--- src/rtl/uart_program_loader.sv ---
// uart_program_loader: 8N1 UART boot loader assembling little-endian 32-bit words for memory port B.
// Optional idle-timeout early completion is enabled by defining UART_LOADER_TIMEOUT_EN.
module uart_program_loader #(
    parameter int unsigned CLK_FREQ     = 100000000,
    parameter int unsigned BAUD         = 115200,
    parameter int unsigned WORD_COUNT   = 16384,
    parameter logic [31:0] BASE_ADDR    = 32'h0000_0000,
    parameter int unsigned TIMEOUT_CLKS = 10000000
) (
    input  logic        clk,
    input  logic        reset,
    input  logic        Rx,
    output logic [31:0] UartData,
    output logic [31:0] UartAddress,
    output logic        UartWrite,
    output logic        UartOver,
    output logic        FrameError,
    output logic [15:0] WordsLoaded
);
    localparam int unsigned CPB = CLK_FREQ / BAUD;
    localparam int CW = $clog2(CPB);
    localparam logic [CW-1:0] CNT_FULL = CW'(CPB - 1);
    localparam logic [CW-1:0] CNT_HALF = CW'(CPB / 2 - 1);
    localparam logic [1:0] IDLE  = 2'd0;
    localparam logic [1:0] START = 2'd1;
    localparam logic [1:0] DATA  = 2'd2;
    localparam logic [1:0] STOP  = 2'd3;

    logic          meta_q, rxs_q;
    logic [1:0]    st_q, st_d;
    logic [CW-1:0] cnt_q, cnt_d;
    logic [2:0]    bit_q, bit_d;
    logic [7:0]    byte_q, byte_d;
    logic [1:0]    idx_q, idx_d;
    logic [23:0]   shift_q, shift_d;
    logic [31:0]   data_q, data_d, addr_q, addr_d;
    logic          wr_q, wr_d, over_q, over_d, ferr_q, ferr_d;
    logic [15:0]   words_q, words_d;

`ifdef UART_LOADER_TIMEOUT_EN
    localparam int TW = $clog2(TIMEOUT_CLKS + 1);
    localparam logic [TW-1:0] TMAX = TW'(TIMEOUT_CLKS);
    logic          rxp_q;
    logic [TW-1:0] idle_q, idle_d;

    always_comb begin
        idle_d = (rxp_q && !rxs_q) ? '0 :
                 (st_q == IDLE && !over_q && idle_q != TMAX) ? idle_q + 1'b1 : idle_q;
    end

    always_ff @(posedge clk or negedge reset) begin
        if (!reset) begin
            rxp_q  <= 1'b1;
            idle_q <= '0;
        end else begin
            rxp_q  <= rxs_q;
            idle_q <= idle_d;
        end
    end
`endif

    always_comb begin
        st_d    = st_q;
        cnt_d   = cnt_q + 1'b1;
        bit_d   = bit_q;
        byte_d  = byte_q;
        idx_d   = idx_q;
        shift_d = shift_q;
        data_d  = data_q;
        addr_d  = addr_q;
        wr_d    = 1'b0;
        ferr_d  = ferr_q;
        words_d = words_q;
        // Completion lags the final write by one clock, never coinciding with it.
        over_d  = over_q || (words_q == 16'(WORD_COUNT));
`ifdef UART_LOADER_TIMEOUT_EN
        over_d  = over_d || (idle_q == TMAX && words_q != 16'd0);
`endif
        case (st_q)
            IDLE: begin
                cnt_d = '0;
                if (!rxs_q) st_d = START;
            end
            START: if (cnt_q == CNT_HALF) begin
                cnt_d = '0;
                bit_d = 3'd0;
                st_d  = rxs_q ? IDLE : DATA;
            end
            DATA: if (cnt_q == CNT_FULL) begin
                cnt_d  = '0;
                byte_d = {rxs_q, byte_q[7:1]};
                bit_d  = bit_q + 3'd1;
                if (bit_q == 3'd7) st_d = STOP;
            end
            default: if (cnt_q == CNT_FULL) begin
                st_d = IDLE;
                if (!rxs_q) begin
                    ferr_d = 1'b1;
                end else if (idx_q == 2'd3) begin
                    data_d  = {byte_q, shift_q};
                    addr_d  = BASE_ADDR + {14'd0, words_q, 2'b00};
                    wr_d    = 1'b1;
                    words_d = words_q + 16'd1;
                    idx_d   = 2'd0;
                end else begin
                    shift_d[8*idx_q +: 8] = byte_q;
                    idx_d = idx_q + 2'd1;
                end
            end
        endcase
        if (over_q) st_d = IDLE;
    end

    always_ff @(posedge clk or negedge reset) begin
        if (!reset) begin
            meta_q  <= 1'b1;
            rxs_q   <= 1'b1;
            st_q    <= IDLE;
            cnt_q   <= '0;
            bit_q   <= 3'd0;
            byte_q  <= 8'd0;
            idx_q   <= 2'd0;
            shift_q <= 24'd0;
            data_q  <= 32'd0;
            addr_q  <= BASE_ADDR;
            wr_q    <= 1'b0;
            over_q  <= 1'b0;
            ferr_q  <= 1'b0;
            words_q <= 16'd0;
        end else begin
            meta_q  <= Rx;
            rxs_q   <= meta_q;
            st_q    <= st_d;
            cnt_q   <= cnt_d;
            bit_q   <= bit_d;
            byte_q  <= byte_d;
            idx_q   <= idx_d;
            shift_q <= shift_d;
            data_q  <= data_d;
            addr_q  <= addr_d;
            wr_q    <= wr_d;
            over_q  <= over_d;
            ferr_q  <= ferr_d;
            words_q <= words_d;
        end
    end

    assign UartData    = data_q;
    assign UartAddress = addr_q;
    assign UartWrite   = wr_q;
    assign UartOver    = over_q;
    assign FrameError  = ferr_q;
    assign WordsLoaded = words_q;
endmodule

--- config.mk ---
export PLATFORM = sky130hd
export DESIGN_NAME = uart_program_loader
export DESIGN_NICKNAME = d
export VERILOG_FILES = /design/src/rtl/uart_program_loader.sv
export SDC_FILE = /design/constraint.sdc
export NUM_CORES = 1
export LEC_CHECK = 0
export BUFFER_PORTS_ARGS = -buffer_cell sky130_fd_sc_hd__buf_2
export CAP_MARGIN = 20
export CORE_MARGIN = 1.5
export CORE_UTILIZATION = 50
export DETAILED_ROUTE_END_ITERATION = 12
export PLACE_DENSITY = 0.72
export RECOVER_POWER = 25
export SYNTH_ARGS = -nofsm -noshare
export SYNTH_HDL_FRONTEND = slang
export SYNTH_SLANG_ARGS = --single-unit
--- constraint.sdc ---
create_clock -name clk -period 5.35 [get_ports clk]
set_input_delay 1.07 -clock clk [delete_from_list [all_inputs] [get_ports clk]]
set_output_delay 1.07 -clock clk [all_outputs]
set_load 0.005 [all_outputs]
==> impl_metrics.tcl <==
set metrics [dict create \
    outcome "finished clean" \
    max_slew.worst_pin.slew_ns 1.06 \
    hold_buffers 0 \
    area_growth_syn_to_layout_pct 18.5 \
    setup_tns_ns 0 \
    synth-main-ff-cell "sky130_fd_sc_hd__dfrtp_1" \
    cts.path.max_buffers 2 \
    fin_nets 612 \
    setup_viol 0 \
    instances_no_fill 747 \
    syn_avg_cell_area_sq_um 9.92 \
    worstSkewPairLatency_ns 0.52 \
    period_share_pct 50.9 \
    setup.worst_path.class "register to register" \
    antenna_cells 0 \
    worst_r2r_startpoint "cnt_q[0]$_DFF_PN0_" \
    first_global_vias 3607 \
    crit_path_max_fanout 55 \
    initial_utilization_pct 50.9 \
    postRouteWirelength_um 10200 \
    detail_route.drc_violations 0 \
    yosys.area.top_type_share_pct 55.7 \
    reg2regPathDepth 5 \
    average_wire_per_standard_cell_um 13.7 \
    cts_tree "yes" \
    synth_enable_flop_cells 0 \
    comb_power_share_pct 1.0 \
    reg2reg_slack_ns 2.63 \
    post_synth_instance_area_sq_mm 0.00521 \
    final_critical_path_setup_slack_ns 2.63 \
    core_occupancy_in_the_finished_layout_pct 60.3 \
    die_width_um 105 \
    yosysUniqueCellTypes 40 \
    hold_path_class "register to register" \
    required_ns 5.79 \
    clkPwrFrac_pct 53.2 \
    cell_internal_pwr_mw 1.57 \
    hold_depth 0 \
    rsz0062_at_grt "no" \
    gp_congestion 0.807 \
    vias_per_cell 4.98 \
    globalRoute.totalOverflow 0 \
    detail_route.iter0.violations 124 \
    grt_first_pass_wirelength_um 16900 \
    drtAntennaViolNets 0 \
    core_sq_mm 0.0102 \
    ctsRootBufferMaster "sky130_fd_sc_hd__clkbuf_8" \
    synthesis.yosys.warnings 0 \
    synthesis.instances 525 \
    r2r_end "WordsLoaded[13]$_DFFE_PN0P_" \
    ios 86 \
    p_switching_mw 0.388 \
    synth_async_sr_flop_share_pct 100 \
    grt_antenna_before_repair 0 \
    commonest_cells_in_the_synthesized_netlist "sky130_fd_sc_hd__nand2_1, sky130_fd_sc_hd__dfrtp_1, sky130_fd_sc_hd__inv_1" \
    postCtsSetupBuffers 0 \
    grt_max_degree 78 \
    synth_most_common_cell "sky130_fd_sc_hd__nand2_1" \
    placed_area_sq_mm 0.00562 \
    timing.critical_path.from_type "register" \
    yosys-top-cells-area "sky130_fd_sc_hd__dfrtp_1, sky130_fd_sc_hd__nand2_1, sky130_fd_sc_hd__mux2i_1" \
    timing.critical_path.cells "ha_1 -> nand4_1 -> or4_2 -> nor4_2 -> xor2_1" \
    die_area_sq_mm 0.0110 \
    grt_util_all_layers_pct 19.6 \
    worst-endpoint-arrival_ns 3.17 \
    share_seq_of_total_power_pct 45.7 \
    critPathMaxStageDelay_ns 1.21 \
    die_height_um 105 \
    synth-seq-cells 118 \
    hold_violations 0 \
    drt-pass1-iter-count 4 \
    synth-seq-area-share_pct 56.8 \
    timing.slew.headroom_pct 29.3 \
    tritoncts_num_sinks 118 \
    worst_path_max_delay_cell "sky130_fd_sc_hd__or4_2" \
    cellPowerDensity_mw_per_mm2 317 \
    post-dp-hpwl_um 6810 \
    place_worst_setup_slack_ns 2.61 \
    cts.repair.resized 0 \
    peakVddDrop_mv 0.182 \
    fin_hold_ws_ns 0.356 \
    final.setup_skew_ns 0.0104 \
    hold-path-endpoint "rxs_q$_DFF_PN1_" \
    ctsHtreeMaxLevel 4 \
    max_cap_violations 0 \
    period_needed_ns 2.72 \
    fmax_mhz 367 \
    leakagePower_nw 3.39 \
    final_cell_area_sq_mm 0.00617 \
    finalMaxSlewViolations 0 \
    multi_input_gate_area_sq_mm 0.00200 \
    final_layout_size_suffix_gt1_share_pct 19.0 \
    vias 3719 \
    endpoint_class_of_the_critical_path "register" \
    timing.hold.worst.start "meta_q$_DFF_PN1_" \
    ff_latch_area_sq_mm 0.00296 \
    place_inst 715 \
    sw_frac_of_total_pct 19.8 \
    fill_count 880 \
    numPortBuffers 69 \
    synthDominantAreaCellType "sky130_fd_sc_hd__dfrtp_1" \
    clk_pin_slew_ns 0.05 \
    num_rows 37 \
    cts_buffers 17 \
    total_chip_power_mw 1.96 \
]
==> worst max-delay path by stage <==
stage	start	to	slack (ns)	cells after the start
floorplan	cnt_q[4]$_DFF_PN0_	WordsLoaded[7]$_DFFE_PN0P_	3.38	5
global placement	cnt_q[4]$_DFF_PN0_	WordsLoaded[7]$_DFFE_PN0P_	2.68	4
detailed placement	cnt_q[0]$_DFF_PN0_	WordsLoaded[13]$_DFFE_PN0P_	2.61	5
CTS	cnt_q[0]$_DFF_PN0_	WordsLoaded[13]$_DFFE_PN0P_	2.60	5
global route	cnt_q[0]$_DFF_PN0_	WordsLoaded[7]$_DFFE_PN0P_	2.47	5
finish	cnt_q[0]$_DFF_PN0_	WordsLoaded[13]$_DFFE_PN0P_	2.63	5
==> power by group through the flow <==
stage,Combinational (mW),Sequential (mW),Clock [mW]
detailed placement,0.0217,0.911,0
CTS,0.0216,0.896,1.06
global route,0.0251,0.895,1.10
floorplan,0.0112,0.911,0
finish,0.0204,0.896,1.04
global placement,0.0213,0.911,0
==> kinds of logic after synthesis <==
family,share of synthesized area [%]
XOR/XNOR,3.87
AO/OA/AOI/OAI,2.19
buffers and inverters,6.01
multiplexers,6.75
flip-flops,56.8
AND/OR/NAND/NOR,21.7
other,0.0720
adder cells (fa/ha/maj),2.64
==> per-layer routing <==
metal	part of all wire [%]	routed length, um	vias up	track usage (%)
met5	0	0	-	0
met1	45	4660	1817	24.7
li1	-	-	1813	-
met3	4.5	458	12	6.24
met2	49	5040	77	31.6
met4	0.87	89	0	7.63
==> placed cells by master, fill, tap and decap left out, types with 2 or more instances in the layout <==
master,count
sky130_fd_sc_hd__nor3_1,4
sky130_fd_sc_hd__buf_2,68
sky130_fd_sc_hd__dfstp_2,2
sky130_fd_sc_hd__inv_1,33
sky130_fd_sc_hd__a211oi_1,2
sky130_fd_sc_hd__o21ai_0,6
sky130_fd_sc_hd__nor4_2,4
sky130_fd_sc_hd__and3_1,2
sky130_fd_sc_hd__mux2i_1,25
sky130_fd_sc_hd__nor2_1,19
sky130_fd_sc_hd__nor4_1,3
sky130_fd_sc_hd__conb_1,16
sky130_fd_sc_hd__nor3b_1,5
sky130_fd_sc_hd__clkbuf_8,6
sky130_fd_sc_hd__xnor2_1,13
sky130_fd_sc_hd__a21oi_1,4
sky130_fd_sc_hd__nand3_1,9
sky130_fd_sc_hd__mux2_2,9
sky130_fd_sc_hd__ha_1,11
sky130_fd_sc_hd__buf_4,4
sky130_fd_sc_hd__nor4b_1,2
sky130_fd_sc_hd__xor2_1,10
sky130_fd_sc_hd__and4_1,2
sky130_fd_sc_hd__nand2_1,182
sky130_fd_sc_hd__clkbuf_1,6
sky130_fd_sc_hd__nand4_1,13
sky130_fd_sc_hd__clkbuf_16,16
sky130_fd_sc_hd__clkinv_2,3
sky130_fd_sc_hd__dfrtp_1,116
sky130_fd_sc_hd__nand2b_1,2
==> sequential cells by signal, summed over array words and instances, names as in the netlist, 2 cells and up <==
register     flops
UartData        32
bit_q            3
shift_q         24
cnt_q           10
WordsLoaded     16
st_q             2
idx_q            2
UartAddress     16
byte_q           8
==> critical path, delay by kind of cell, from the launching register on <==
kind / cells / cell delay [ns]
XOR/XNOR: 1 / 0.17
AND/OR/NAND/NOR: 3 / 1.83
adder cells (fa/ha/maj): 1 / 0.24
flip-flops: 1 / 0.41
==> final cells by class <==
type                            instances  share of cell area (%)
Timing Repair Buffer                   72                    6.00
Sequential cell                       118                    47.9
Clock buffer                           28                    8.19
Multi-Input combinational cell        356                    32.4
Inverter                               33                    2.01
Clock inverter                          4                   0.730
Tap cell                              136                    2.76
Power figures use the tool's default switching activity.
